<file path="src/rtl/stdp_learn.sv">
// stdp_learn: pair-based STDP learning block with per-channel spike-age
// timers, age-decayed potentiation/depression and a host weight write port.
module stdp_learn #(
   parameter int N_PRE       = 4,
   parameter int TIMER_W     = 4,
   parameter int WEIGHT_W    = 8,
   parameter int WINDOW      = 8,
   parameter int STEP        = 16,
   parameter int DECAY_SHIFT = 1,
   parameter int W_INIT      = 32,
   localparam int AW         = (N_PRE > 1) ? $clog2(N_PRE) : 1
) (
   input  logic                        clk,
   input  logic                        rst,
   input  logic                        learn_en,
   input  logic [N_PRE-1:0]            pre_spike,
   input  logic                        post_spike,
   input  logic                        wr_en,
   input  logic [AW-1:0]               wr_addr,
   input  logic [WEIGHT_W-1:0]         wr_data,
   output logic [N_PRE*WEIGHT_W-1:0]   weights,
   output logic [N_PRE*TIMER_W-1:0]    pre_age,
   output logic [TIMER_W-1:0]          post_age,
   output logic                        update_valid,
   output logic [N_PRE-1:0]            ltp_mask,
   output logic [N_PRE-1:0]            ltd_mask
);

   localparam logic [WEIGHT_W-1:0] WMAX     = '1;
   localparam logic [TIMER_W-1:0]  STALE    = '1;
   localparam logic [WEIGHT_W-1:0] STEP_V   = WEIGHT_W'(STEP);
   localparam logic [TIMER_W-1:0]  WINDOW_V = TIMER_W'(WINDOW);
   localparam logic [WEIGHT_W-1:0] INIT_V   = WEIGHT_W'(W_INIT);

   logic [TIMER_W-1:0]  pre_age_q [N_PRE];
   logic [TIMER_W-1:0]  post_age_q;
   logic [WEIGHT_W-1:0] w_q [N_PRE];
   logic [WEIGHT_W-1:0] w_d [N_PRE];
   logic [N_PRE-1:0]    ltp_d;
   logic [N_PRE-1:0]    ltd_d;
   logic [N_PRE-1:0]    ltp_q;
   logic [N_PRE-1:0]    ltd_q;
   logic                update_valid_q;

   // An age of zero never occurs after reset; all-ones means stale
   function automatic logic age_ok(input logic [TIMER_W-1:0] a);
      return (a != '0) && (a <= WINDOW_V);
   endfunction

   // Step size halves every 2^DECAY_SHIFT cycles of age, starting at age 1
   function automatic logic [WEIGHT_W-1:0] step_for(input logic [TIMER_W-1:0] a);
      logic [TIMER_W-1:0] sh;
      sh = (a - TIMER_W'(1)) >> DECAY_SHIFT;
      return STEP_V >> sh;
   endfunction

   // Timer advance: reload to 1 on a spike, otherwise count up and stick at stale
   function automatic logic [TIMER_W-1:0] tick(input logic spike, input logic [TIMER_W-1:0] a);
      if (spike)
         return TIMER_W'(1);
      else if (a == STALE)
         return STALE;
      else
         return a + TIMER_W'(1);
   endfunction

   function automatic logic [WEIGHT_W-1:0] sat_add(input logic [WEIGHT_W-1:0] w,
                                                   input logic [WEIGHT_W-1:0] d);
      logic [WEIGHT_W:0] sum;
      sum = {1'b0, w} + {1'b0, d};
      return sum[WEIGHT_W] ? WMAX : sum[WEIGHT_W-1:0];
   endfunction

   function automatic logic [WEIGHT_W-1:0] sat_sub(input logic [WEIGHT_W-1:0] w,
                                                   input logic [WEIGHT_W-1:0] d);
      return (d > w) ? '0 : (w - d);
   endfunction

   // Spike-age timers run every cycle regardless of learn_en
   always_ff @(posedge clk or posedge rst) begin
      if (rst) begin
         for (int i = 0; i < N_PRE; i++) pre_age_q[i] <= STALE;
         post_age_q <= STALE;
      end else begin
         for (int i = 0; i < N_PRE; i++) pre_age_q[i] <= tick(pre_spike[i], pre_age_q[i]);
         post_age_q <= tick(post_spike, post_age_q);
      end
   end

   // Next weights from pre-load timer values; a host write overrides learning on its channel
   always_comb begin
      for (int i = 0; i < N_PRE; i++) begin
         w_d[i]   = w_q[i];
         ltp_d[i] = 1'b0;
         ltd_d[i] = 1'b0;
         if (learn_en && post_spike && !pre_spike[i] && age_ok(pre_age_q[i])) begin
            w_d[i]   = sat_add(w_q[i], step_for(pre_age_q[i]));
            ltp_d[i] = (w_d[i] != w_q[i]);
         end else if (learn_en && pre_spike[i] && !post_spike && age_ok(post_age_q)) begin
            w_d[i]   = sat_sub(w_q[i], step_for(post_age_q));
            ltd_d[i] = (w_d[i] != w_q[i]);
         end
         if (wr_en && (int'(wr_addr) == i)) begin
            w_d[i]   = wr_data;
            ltp_d[i] = 1'b0;
            ltd_d[i] = 1'b0;
         end
      end
   end

   // Weight array and one-cycle update flags; masks are zero whenever nothing changed
   always_ff @(posedge clk or posedge rst) begin
      if (rst) begin
         for (int i = 0; i < N_PRE; i++) w_q[i] <= INIT_V;
         ltp_q          <= '0;
         ltd_q          <= '0;
         update_valid_q <= 1'b0;
      end else begin
         for (int i = 0; i < N_PRE; i++) w_q[i] <= w_d[i];
         ltp_q          <= ltp_d;
         ltd_q          <= ltd_d;
         update_valid_q <= |{ltp_d, ltd_d};
      end
   end

   for (genvar g = 0; g < N_PRE; g++) begin : g_pack
      assign weights[g*WEIGHT_W +: WEIGHT_W] = w_q[g];
      assign pre_age[g*TIMER_W +: TIMER_W]   = pre_age_q[g];
   end

   assign post_age     = post_age_q;
   assign update_valid = update_valid_q;
   assign ltp_mask     = ltp_q;
   assign ltd_mask     = ltd_q;

endmodule
</file>
<file path="config.mk">
export PLATFORM = sky130hd
export DESIGN_NAME = stdp_learn
export DESIGN_NICKNAME = d
export VERILOG_FILES = /design/src/rtl/stdp_learn.sv
export SDC_FILE = /design/constraint.sdc
export NUM_CORES = 1
export LEC_CHECK = 0
export ABC_CLOCK_PERIOD_IN_PS = 5130
export CAP_MARGIN = 20
export CORE_ASPECT_RATIO = 1.1
export CORE_MARGIN = 1.5
export CORE_UTILIZATION = 25
export CTS_CLUSTER_SIZE = 10
export DETAILED_ROUTE_END_ITERATION = 8
export PLACE_DENSITY = 0.44
export SETUP_SLACK_MARGIN = 0.02
export SLEW_MARGIN = 0
export SYNTH_ARGS = -nofsm -noshare
export SYNTH_HDL_FRONTEND = slang
export SYNTH_SLANG_ARGS = --single-unit
</file>
<file path="constraint.sdc">
create_clock -name clk -period 5.13 [get_ports clk]
set_clock_uncertainty 0.2 [all_clocks]
set_input_delay 0.513 -clock clk [delete_from_list [all_inputs] [get_ports clk]]
set_output_delay 0.513 -clock clk [all_outputs]
set_load 0.03 [all_outputs]
</file>
==> flow_summary.json <==
{
  "grt_pass1_vias": 6198,
  "worstMarginPinSlew_ps": 749.5,
  "max-cap-violations": 0,
  "cts_resized": 0,
  "yosysWarnings": 0,
  "syn_inst": 844,
  "dr_total_vias": 6408,
  "worst_ep_required_time_ps": 5140,
  "root_buffer": "clkbuf_16",
  "ys.flop_type": "dfrtp_1",
  "viasPerCell": 5.102,
  "initial_core_util_pct": 25.62,
  "cp_max_fo": 8,
  "finalHoldViolations": 0,
  "fp.coreArea_sq_mm": 0.02542,
  "finalSetupViolCount": 0,
  "grt_remaining_overflow": 0,
  "async_flop_share_pct": 100.0,
  "die_x_um": 156.9,
  "place_hpwl_um": 16280,
  "ys_ff_latch": 61,
  "cts_sinks": 61,
  "rsz0062_at_grt": "no",
  "gp_congestion": 0.8000,
  "clk_pin_slew_ps": 60,
  "io_buffers": 79,
  "syn_area_per_cell_sq_um": 7.716,
  "worstSetupPathType": "reg2reg",
  "rows": 61,
  "arrival_ps": 4240,
  "cts_max_level": 3,
  "grt_usage_pct": 16.29,
  "die-area_sq_mm": 0.02703,
  "seq_area_frac_synth_pct": 23.90,
  "syn_area_sq_mm": 0.006512,
  "period_share_pct": 82.39,
  "io-pin-count": 80,
  "power.total_mw": 4.907,
  "end_kind": "flop",
  "die_h_um": 172.3,
  "drive_above_1_share_pct": 6.923,
  "drc": 0,
  "diodes": 0,
  "wl_um": 21540,
  "cts_tree": "yes",
  "drt_iter0_markers": 360,
  "insertion_delay_ps": 340,
  "period_needed_ps": 4227,
  "status": "finished clean",
  "cts_hold_buf": 0,
  "firstDrtPassIters": 5,
  "maxSlewHeadroom_pct": 49.85,
  "drv_slew": 0,
  "antenna_found_initial": 0,
  "power_density_mw_per_mm2": 619.4,
  "grt_pass1_wl_um": 33950,
  "fmax_mhz": 236.6,
  "irDropWorstVdd_uv": 160.3,
  "hold_class": "reg2reg",
  "cts_setup_buffers": 0,
  "tns_ps": 0,
  "grt_max_degree": 32,
  "p_leak_nw": 3.119,
  "nNetsFinal": 982,
  "post_drt_wl_per_cell_um": 17.15,
  "cts.path.max_buffers": 2,
  "synth.distinct_cells": 80,
  "worstSetupStartpointType": "flop",
  "postRouteAntennaNets": 0,
  "cts-buffers-inserted": 9,
  "synth_edf_count": 0,
  "synth_fp_nets": 921,
  "area.growth.synth_to_final_pct": 21.65
}
## cell type report
| cell class | count | area (sq um) |
|---|---|---|
| Multi-Input combinational cell | 717 | 4698 |
| Sequential cell | 61 | 1556 |
| Clock inverter | 4 | 47.55 |
| Fill cell | 2715 | 17490 |
| Timing Repair Buffer | 82 | 813.3 |
| Inverter | 34 | 127.6 |
| Clock buffer | 12 | 246.5 |
| Tap cell | 346 | 432.9 |
## cell families after synthesis
group / after synthesis / synth area share (%)
AOI/OAI and AO/OA: 279 / 28.70
xor gates and xnor gates: 40 / 5.379
adders and majority gates: 58 / 12.07
buffers and inverters: 66 / 3.958
DFF: 61 / 23.90
muxes: 7 / 1.134
and+or+nand+nor: 333 / 24.86
## cells in the final DEF (no fill, tap or decap), types with 7 or more instances in the layout
cell             instances
a22oi_1                 11
inv_1                   32
o31ai_1                  7
xnor2_1                 24
o211ai_1                 7
o21ai_0                 38
nor3_1                  36
fa_1                     8
o22ai_1                 10
a21o_1                  10
dfrtp_1                 37
ha_1                    50
a211oi_1                14
a31oi_1                 28
o21ai_1                 25
dfstp_2                 24
nor3b_1                  8
nand2b_1                 7
and2_1                  10
a21oi_1                 53
or2_2                    8
o21a_1                  10
clkdlybuf4s50_1         79
clkbuf_16                9
and3_1                  10
nand2_1                 62
xor2_1                  16
nand3_1                 33
nor2b_1                 21
nor2_1                 110
## metrics by stage
| step | hold slack, ps | setup WS, ps | utilization (%) | std cells | instance area [sq um] |
|---|---|---|---|---|---|
| after CTS | 383.1 | 897.3 | 31.17 | 1256 | 7923 |
| final | 384.0 | 903.4 | 31.17 | 1256 | 7923 |
| after detailed placement | 373.1 | 915.3 | 30.02 | 1240 | 7629 |
| after global placement | 369.7 | 928.3 | 30.02 | 1240 | 7629 |
| after global routing | 403.5 | 574.7 | 31.17 | 1256 | 7923 |
| after floorplan | 345.6 | 1222 | - | 844 | 6513 |
## synth_stat cells (11+ instances only)
| cell | count | area share [%] |
|---|---|---|
| a211oi_1 | 14 | 1.6 |
| a21oi_1 | 53 | 4.1 |
| a22oi_1 | 11 | 1.3 |
| a31oi_1 | 28 | 2.7 |
| clkbuf_1 | 25 | 1.4 |
| dfrtp_1 | 37 | 14 |
| dfstp_2 | 24 | 9.7 |
| ha_1 | 50 | 9.6 |
| inv_1 | 33 | 1.9 |
| nand2_1 | 62 | 3.6 |
| nand3_1 | 33 | 2.5 |
| nor2_1 | 110 | 6.3 |
| nor2b_1 | 21 | 2.0 |
| nor3_1 | 36 | 2.8 |
| o21ai_0 | 38 | 2.9 |
| o21ai_1 | 25 | 1.9 |
| xnor2_1 | 24 | 3.2 |
| xor2_1 | 16 | 2.2 |
## critical path, stage by stage (launching register included)
cell,delay [ps]
dfstp_2,570
inv_1,70
ha_1,270
o31ai_1,340
nand2_1,270
ha_1,310
nor4_1,600
o21ai_1,400
nand3_1,180
o21ai_0,110
nor3_1,210
a31oi_1,190
nor2_1,230
nand4b_1,120
## power by group
group          switching (mW)  total [mW]  internal, mW
Sequential              0.408        1.05         0.646
Clock                   0.238       0.626         0.388
Combinational            1.80        3.23          1.43
## state kept, by name, summed over array words and instances (netlist names)
name / count
weights: 32
pre_age: 16
ltd_mask: 4
ltp_mask: 4
post_age: 4
update_valid: 1
## path summary, 6_finish.rpt
check | from | endpoint | slack (ps) | cells after the start
max reg2reg | post_age[0] | update_valid | 900 | 13
min reg2reg | weights[21] | weights[21] | 380 | 2
min in group asynchronous | rst | ltp_mask[3] | 410 | 2
max in group asynchronous | rst | pre_age[2] | 3370 | 3
max | post_age[0] | update_valid | 900 | 13
min | weights[21] | weights[21] | 380 | 2
## metal layers
layer  routed length (um)  track usage, %
met5                    0               0
met4                  449           5.590
met3                  720           2.331
met2                10120           27.28
met1                10250           21.37
No activity file was read; power rests on OpenSTA's default activity.
